`src/rtl/uart_rx_if.sv`:
```
// uart_rx_if: receive-side handshake bundle between uart_rx and its consumer.
//   rx_ready  : consumer accepts rx_data when high together with rx_valid
//   rx_data   : last received byte
//   rx_valid  : rx_data holds a byte not yet accepted
//   frame_err : one-cycle pulse, stop bit sampled low
//   overrun   : one-cycle pulse, a completed byte was dropped
//   busy      : receiver is not idle
// master = the receiver, slave = the consumer.
interface uart_rx_if;
  logic       rx_ready;
  logic [7:0] rx_data;
  logic       rx_valid;
  logic       frame_err;
  logic       overrun;
  logic       busy;

  modport master (
    input  rx_ready,
    output rx_data,
    output rx_valid,
    output frame_err,
    output overrun,
    output busy
  );

  modport slave (
    output rx_ready,
    input  rx_data,
    input  rx_valid,
    input  frame_err,
    input  overrun,
    input  busy
  );
endinterface

```
`src/rtl/uart_rx.sv`:
```
// uart_rx: 8N1 serial receiver with a one-byte output register and
// valid/ready handshake.
//   clk    : sole clock, rising edge
//   rst_n  : synchronous active-low reset
//   rxd    : asynchronous serial line, idle high
//   bus    : uart_rx_if.master (rx_ready in; rx_data, rx_valid, frame_err,
//            overrun, busy out)
// CLKS_PER_BIT must be even and >= 4.
module uart_rx #(
  parameter int CLKS_PER_BIT = 16
) (
  input  logic       clk,
  input  logic       rst_n,
  input  logic       rxd,
  uart_rx_if.master  bus
);

  localparam int CW = $clog2(CLKS_PER_BIT);
  localparam logic [CW-1:0] HALF_LAST = CW'(CLKS_PER_BIT / 2 - 1);
  localparam logic [CW-1:0] BIT_LAST  = CW'(CLKS_PER_BIT - 1);

  typedef enum logic [2:0] {
    IDLE      = 3'd0,
    START     = 3'd1,
    DATA      = 3'd2,
    STOP      = 3'd3,
    WAIT_IDLE = 3'd4
  } state_t;

  state_t        state_reg, state_next;
  logic [CW-1:0] cnt_reg, cnt_next;
  logic [2:0]    bit_reg, bit_next;
  logic [7:0]    shift_reg, shift_next;
  logic [1:0]    sync_reg;
  logic          rxd_s;

  logic [7:0]    data_reg, data_next;
  logic          valid_reg, valid_next;
  logic          ferr_reg, ferr_next;
  logic          ovr_reg, ovr_next;
  logic          stop_ok;
  logic          stop_bad;

  // Two-flop synchronizer; flops reset to the idle line level so a reset
  // never looks like a start edge.
  assign rxd_s = sync_reg[1];

  always_ff @(posedge clk) begin
    if (!rst_n) begin
      sync_reg  <= 2'b11;
      state_reg <= IDLE;
      cnt_reg   <= '0;
      bit_reg   <= '0;
      shift_reg <= '0;
    end else begin
      sync_reg  <= {sync_reg[0], rxd};
      state_reg <= state_next;
      cnt_reg   <= cnt_next;
      bit_reg   <= bit_next;
      shift_reg <= shift_next;
    end
  end

  always_comb begin
    state_next = state_reg;
    cnt_next   = cnt_reg + CW'(1);
    bit_next   = bit_reg;
    shift_next = shift_reg;
    stop_ok    = 1'b0;
    stop_bad   = 1'b0;
    case (state_reg)
      IDLE: begin
        cnt_next = '0;
        if (!rxd_s) state_next = START;
      end
      START: begin
        // Mid start bit: a line that is already high again was a glitch.
        if (cnt_reg == HALF_LAST) begin
          cnt_next   = '0;
          bit_next   = '0;
          state_next = rxd_s ? IDLE : DATA;
        end
      end
      DATA: begin
        if (cnt_reg == BIT_LAST) begin
          cnt_next   = '0;
          shift_next = {rxd_s, shift_reg[7:1]};  // LSB arrives first
          bit_next   = bit_reg + 3'd1;
          if (bit_reg == 3'd7) state_next = STOP;
        end
      end
      STOP: begin
        if (cnt_reg == BIT_LAST) begin
          cnt_next = '0;
          if (rxd_s) begin
            stop_ok    = 1'b1;
            state_next = IDLE;
          end else begin
            stop_bad   = 1'b1;
            state_next = WAIT_IDLE;
          end
        end
      end
      WAIT_IDLE: begin
        // Hold here through a break so it reports only one frame error.
        cnt_next = '0;
        if (rxd_s) state_next = IDLE;
      end
      default: begin
        cnt_next   = '0;
        state_next = IDLE;
      end
    endcase
  end

  // Output register: an accept in the same cycle as a delivery frees the
  // slot, so the new byte is loaded instead of being dropped.
  always_comb begin
    data_next  = data_reg;
    valid_next = valid_reg && !bus.rx_ready;
    ferr_next  = stop_bad;
    ovr_next   = 1'b0;
    if (stop_ok) begin
      valid_next = 1'b1;
      if (!valid_reg || bus.rx_ready) data_next = shift_reg;
      else                            ovr_next  = 1'b1;
    end
  end

  always_ff @(posedge clk) begin
    if (!rst_n) begin
      data_reg  <= 8'h00;
      valid_reg <= 1'b0;
      ferr_reg  <= 1'b0;
      ovr_reg   <= 1'b0;
    end else begin
      data_reg  <= data_next;
      valid_reg <= valid_next;
      ferr_reg  <= ferr_next;
      ovr_reg   <= ovr_next;
    end
  end

  assign bus.rx_data   = data_reg;
  assign bus.rx_valid  = valid_reg;
  assign bus.frame_err = ferr_reg;
  assign bus.overrun   = ovr_reg;
  assign bus.busy      = (state_reg != IDLE);

endmodule
```
`src/flat_wrapper.sv`:
```
// flat-port wrapper written by rule: the top's interface ports become plain ports
module uart_rx_flat 
#(
  parameter int CLKS_PER_BIT = 16
)
  (clk, rst_n, rxd, bus_rx_ready, bus_rx_data, bus_rx_valid, bus_frame_err, bus_overrun, bus_busy);
  uart_rx_if bus_i ();
  input  logic clk;
  input  logic rst_n;
  input  logic rxd;
  input wire logic [$bits(bus_i.rx_ready)-1:0] bus_rx_ready;
  output wire logic [$bits(bus_i.rx_data)-1:0] bus_rx_data;
  output wire logic [$bits(bus_i.rx_valid)-1:0] bus_rx_valid;
  output wire logic [$bits(bus_i.frame_err)-1:0] bus_frame_err;
  output wire logic [$bits(bus_i.overrun)-1:0] bus_overrun;
  output wire logic [$bits(bus_i.busy)-1:0] bus_busy;
  assign bus_i.rx_ready = bus_rx_ready;
  assign bus_rx_data = bus_i.rx_data;
  assign bus_rx_valid = bus_i.rx_valid;
  assign bus_frame_err = bus_i.frame_err;
  assign bus_overrun = bus_i.overrun;
  assign bus_busy = bus_i.busy;
  uart_rx #(.CLKS_PER_BIT(CLKS_PER_BIT)) u_core (.clk(clk), .rst_n(rst_n), .rxd(rxd), .bus(bus_i));
endmodule
```
`config.mk`:
```
export PLATFORM = sky130hd
export DESIGN_NAME = uart_rx_flat
export DESIGN_NICKNAME = d
export VERILOG_FILES = /design/src/rtl/uart_rx_if.sv /design/src/rtl/uart_rx.sv /design/src/flat_wrapper.sv
export SDC_FILE = /design/constraint.sdc
export NUM_CORES = 1
export LEC_CHECK = 0
export CAP_MARGIN = 10
export CORE_MARGIN = 1.5
export CORE_UTILIZATION = 35
export CTS_CLUSTER_DIAMETER = 200
export DETAILED_ROUTE_END_ITERATION = 8
export PLACE_DENSITY = 0.56
export RECOVER_POWER = 25
export SLEW_MARGIN = 20
export SYNTH_ARGS = -nofsm -noshare
export SYNTH_HDL_FRONTEND = slang
export SYNTH_SLANG_ARGS = --single-unit
```
`constraint.sdc`:
```
create_clock -name clk -period 3.2 [get_ports clk]
set_input_delay 0.32 -clock clk [delete_from_list [all_inputs] [get_ports clk]]
set_output_delay 0.32 -clock clk [all_outputs]
set_load 0.02 [all_outputs]
```
=== Word level (Yosys, flattened, before mapping) ===
Index checks and enable logic that the tools add are counted.

* Register bits: 31
* Input port bits: 4
* Output and inout bits: 12
* Word-level logic and storage cells: 59

* Add/subtract/negate cells: 2
* Equality and inequality tests: 13
* Mux-type cells: 21
* Reductions and logical operators: 14

{| class="wikitable"
|+ Operators by type and width
! kind !! count
|-
| $mux 3 || 9
|-
| $pmux 3 s5 || 1
|-
| $ne 2x1->1 const B || 5
|-
| $mux 4 || 2
|-
| $pmux 4 s2 || 1
|-
| $eq 3x2->1 const B || 2
|-
| $eq 3x3->1 const B || 2
|-
| $mux 1 || 6
|-
| $pmux 3 s2 || 1
|-
| $reduce_and 2->1 || 3
|-
| $reduce_and 3->1 || 2
|-
| $reduce_and 6->1 || 1
|-
| $add 4x1->4 const B || 1
|-
| $eq 4x3->1 const B || 1
|-
| $eq 4x4->1 const B || 1
|-
| $add 3x1->3 const B || 1
|-
| $eq 3x1->1 const B || 1
|-
| $logic_not 3->1 || 1
|-
| $reduce_bool 3->1 || 1
|-
| $logic_not 1->1 || 2
|-
| $mux 2 || 1
|-
| $ne 2x2->1 const B || 1
|-
| $reduce_bool 2->1 || 1
|-
| $reduce_or 2->1 || 1
|-
| other kinds (2) || 2
|}

=== Longest topological paths before layout ===
* Word-level depth: 4
* Mapped depth: 6
* Gate-level depth less buffers: 4

=== Worst setup path after synthesis ===
No wires, ideal clock.

* Path type: register -> register
* From: reg u_core.cnt_reg[0]
* To: reg u_core.data_reg[0] (netlist: u_core.bus.rx_data[0])
* Setup time: 0.072 ns
* Data arrival time: 1.382 ns
* Data required time: 3.128 ns
* Setup slack: 1.746 ns
* Stages on the path, launching flop included: 6
* Buffers on the path: 1
* Period minus slack after synthesis: 1.454 ns
* Path through: dfxtp_1 ha_1 buf_4 nand4b_4 nor3_4 mux2i_1

* Word-level cells in the longest chain between the ends: 4

{| class="wikitable"
|+ RTL lines
! item !! RTL line !! RTL
|-
| start: declaration || uart_rx.sv:31 || <nowiki>logic [CW-1:0] cnt_reg, cnt_next;</nowiki>
|-
| start signal: assignment || uart_rx.sv:58 || <nowiki>cnt_reg <= cnt_next;</nowiki>
|-
| $eq 4x4->1 || uart_rx.sv:93 || <nowiki>if (cnt_reg == BIT_LAST) begin</nowiki>
|-
| $mux 1 || uart_rx.sv:93 ||
|-
| $mux 1 || uart_rx.sv:71 || <nowiki>case (state_reg)</nowiki>
|-
| $reduce_and 2->1 (no source line) || -- ||
|-
| end signal: assignment || uart_rx.sv:137 || <nowiki>data_reg <= data_next;</nowiki>
|-
| end: declaration || uart_rx.sv:37 || <nowiki>logic [7:0] data_reg, data_next;</nowiki>
|}

Every way passes these cells.
A chain may end at the register's enable or synchronous reset.

=== Worst setup path after layout ===
Ends and elaborated chain as after synthesis.

==> qor.csv <==
stage,metric,value,unit
worst_setup_path,CP Buf/Inv Count,0,
finish,Area Overhead vs Synth,16.6,%
place,placed insts,207,
timing,TNS Setup,0,ns
place,PortBufs,15,
power,Psw,0.000152,W
min_path,Hold Path Depth,1,
power,clock network power share,42.4,%
die,num ports,16,
cts,htree depth,2,
cts,Post-CTS Setup Bufs,0,
timing,Final min period,2.03,ns
global_route,initial antenna violation count,0,
die,DIE WIDTH,66.5,um
power,VDD IR max,194,uV
synth,post-synthesis register bit count,31,
synth,Gate Count Post-Synth,153,
timing,Final Skew,0.00424,ns
timing,hold slack,0.411,ns
worst_setup_path,"Largest delay share family, worst path",simple AND/OR/NAND/NOR gates,
synth,Synth area leaders,"dfxtp_1, mux2i_1, nand2_1",
drt,Vias,1109,
cts,clk_lat worst skew,0.28,ns
worst_setup_path,Reg-to-Reg End,u_core.bus.rx_data[0],
synth,Synth top area share,43.9,%
timing,Final Max Slew Viols,0,
worst_setup_path,Worst EP required,3.41,ns
synth,Synth cell types,35,
cts,Root Buffer,clkbuf_8,
synth,register area share after synthesis,43.9,%
timing,setup ws final,1.17,ns
die,Core Area,3770,um^2
synth,Synth area leader,dfxtp_1,
drt,remaining antenna violation count,0,
timing,Final setup viols,0,
outcome,status,"complete, no violations",
min_path,min-delay src,u_core.sync_reg[0],
cts,cts repair resizes,0,
finish,n_diodes,0,
drt,number of DRC markers in iteration 0,46,
cts,CTS Sinks,31,
finish,share of layout cells above drive strength 1,5.42,%
worst_setup_path,crit end category,register,
place,routability cong.,0.788,
worst_setup_path,crit path max fanout,10,
place,dpl ws,1.38,ns
synth,syn_nets,160,
global_route,global-route wire length before repair,4730,um
worst_setup_path,CP max stage delay,0.60,ns
synth,Mapped Area,1410,um^2
worst_setup_path,cells along the critical path,ha_1 -> nand4b_1 -> nor3_4 -> mux2i_1,
worst_setup_path,Reg2Reg Setup Slack,1.17,ns
drt,WL/cell,12.4,um
min_path,Worst Hold Class,reg2reg,
global_route,grt total ovfl,0,
cts,TritonCTS buffer count,5,
timing,Max-slew headroom,42.5,%
global_route,largest net degree at the start of global routing,25,
finish,fill count,345,
finish,nets@finish,173,
worst_setup_path,slowest CP cell,nor3_4,
power,Seq pwr share,54.5,%
worst_setup_path,critical path startpoint category,register,
cts,CTS tree,done,
worst_setup_path,WS Path Type,reg2reg,
drt,total iterations of the first detailed-routing run,4,
die,die area,4430,um^2
die,Starting Density,37.5,%
cts,CTS max path bufs,2,
die,Site Rows,22,
worst_setup_path,Worst R2R Start,u_core.cnt_reg[0],
global_route,GRT Resource Usage Total,14.2,%
power,static leakage,0.551,nW
cts,Post-CTS Hold Fix Bufs,0,
worst_setup_path,Worst path depth,4,
worst_setup_path,Worst R2R Path Depth,4,
power,Pint,0.000567,W
place,HPWL Detailed,1770,um
synth,syn_area_per_cell,9.23,um^2
synth,yosys warns,0,
timing,Final Cycle Share,63.5,%
timing,unrepaired setup endpoints after global routing,false,
timing,final count of hold timing violations,0,
timing,fmax,492,MHz
cts,clk slew on worst S/H paths,0.06,ns
power,power per cell area,436,nW/um^2
drt,vias per cell,5.18,
synth,post-synthesis async set-or-reset flop share,0,%
finish,Final Util,43.7,%
die,die height,66.5,um
power,Switching Fraction,21.1,%
timing,Slew @ Worst Pin,0.862,ns
finish,post-route insts no fill,214,
global_route,vias in the first global route,1022,
worst_setup_path,"Data arrival, critical path",2.24,ns
drt,DRC Markers,0,
synth,Synth Flop Type,dfxtp_1,
synth,Post-synth EDFFs,0,
min_path,Worst Hold Endpoint,u_core.sync_reg[1],
power,Comb pwr share,3.1,%
drt,Total Wirelength,2650,um
flow_run,max_cap viols,0,
cells by family after synthesis:
family / after synthesis / share of synthesized area, %
compound gates: 29 / 14.0
xor+xnor: 1 / 0.620
fa+ha+maj: 3 / 2.66
buf+inv: 12 / 4.25
flops: 31 / 43.9
mux: 13 / 9.21
simple gates: 64 / 25.3
power by group through the flow:
stage	clock network [W]	registers, W	logic, W
floorplan	0	0.000398	0.0000158
global placement	0	0.000400	0.0000227
detailed placement	0	0.000400	0.0000228
CTS	0.000315	0.000392	0.0000229
global route	0.000335	0.000392	0.0000244
finish	0.000304	0.000392	0.0000222
synth_stat cells, types with 2 or more instances:
cell and instances:
and3_1 2, nor3_1 2, ha_1 3, a21oi_1 4, nor2_1 2, nand2_1 24, buf_2 3, nand3_1 13
clkbuf_1 4, nand2b_1 5, nor2b_1 5, inv_1 2, a21boi_1 8, o21ai_0 9, dfxtp_1 31, or3_1 2
nand3b_1 2, buf_4 3, mux2i_1 13
layout make-up:
type | instances | area, um^2 | share of cell area, %
Sequential cell | 31 | 621 | 37.7
Timing Repair Buffer | 16 | 154 | 9.35
Clock buffer | 6 | 82.6 | 5.02
Multi-Input combinational cell | 110 | 717 | 43.5
Clock inverter | 1 | 5.00 | 0.304
Tap cell | 48 | 60.1 | 3.65
Inverter | 2 | 7.51 | 0.456
stage by stage:
stage / area (um^2) / power (W)
floorplan: 1410 / 0.000414
global placement: 1580 / 0.000423
detailed placement: 1580 / 0.000423
CTS: 1670 / 0.000730
global route: 1650 / 0.000751
finish: 1650 / 0.000719
cells in the final DEF (no fill, tap or decap), types with 4 or more instances in the layout:
master and count:
clkbuf_8 6, nand2_1 24, nand2b_1 5, nand3_1 13
a21oi_1 4, dfxtp_1 31, nor2b_1 5, o21ai_0 9
mux2i_1 13, clkdlybuf4s50_1 13, a21boi_1 8
worst max-delay path by stage:
stage                             start               endpoint  slack [ns]
finish                u_core.cnt_reg[0]  u_core.bus.rx_data[0]        1.17
global route          u_core.cnt_reg[0]  u_core.bus.rx_data[4]        0.91
CTS                 u_core.state_reg[1]               bus_busy        1.19
detailed placement    u_core.cnt_reg[0]  u_core.bus.rx_data[0]        1.38
global placement                  rst_n    u_core.state_reg[0]        1.39
floorplan             u_core.cnt_reg[0]  u_core.bus.rx_data[0]        1.75
routing by layer:
layer | track usage (%) | up-vias | share of wire (%)
met4 | 8.67 | 0 | 2.2
met2 | 20.0 | 25 | 40
met5 | 0 | - | 0
met3 | 3.55 | 5 | 4.3
met1 | 19.2 | 514 | 53
li1 | - | 565 | -
Note: power is estimated with default switching activity, not from simulation.
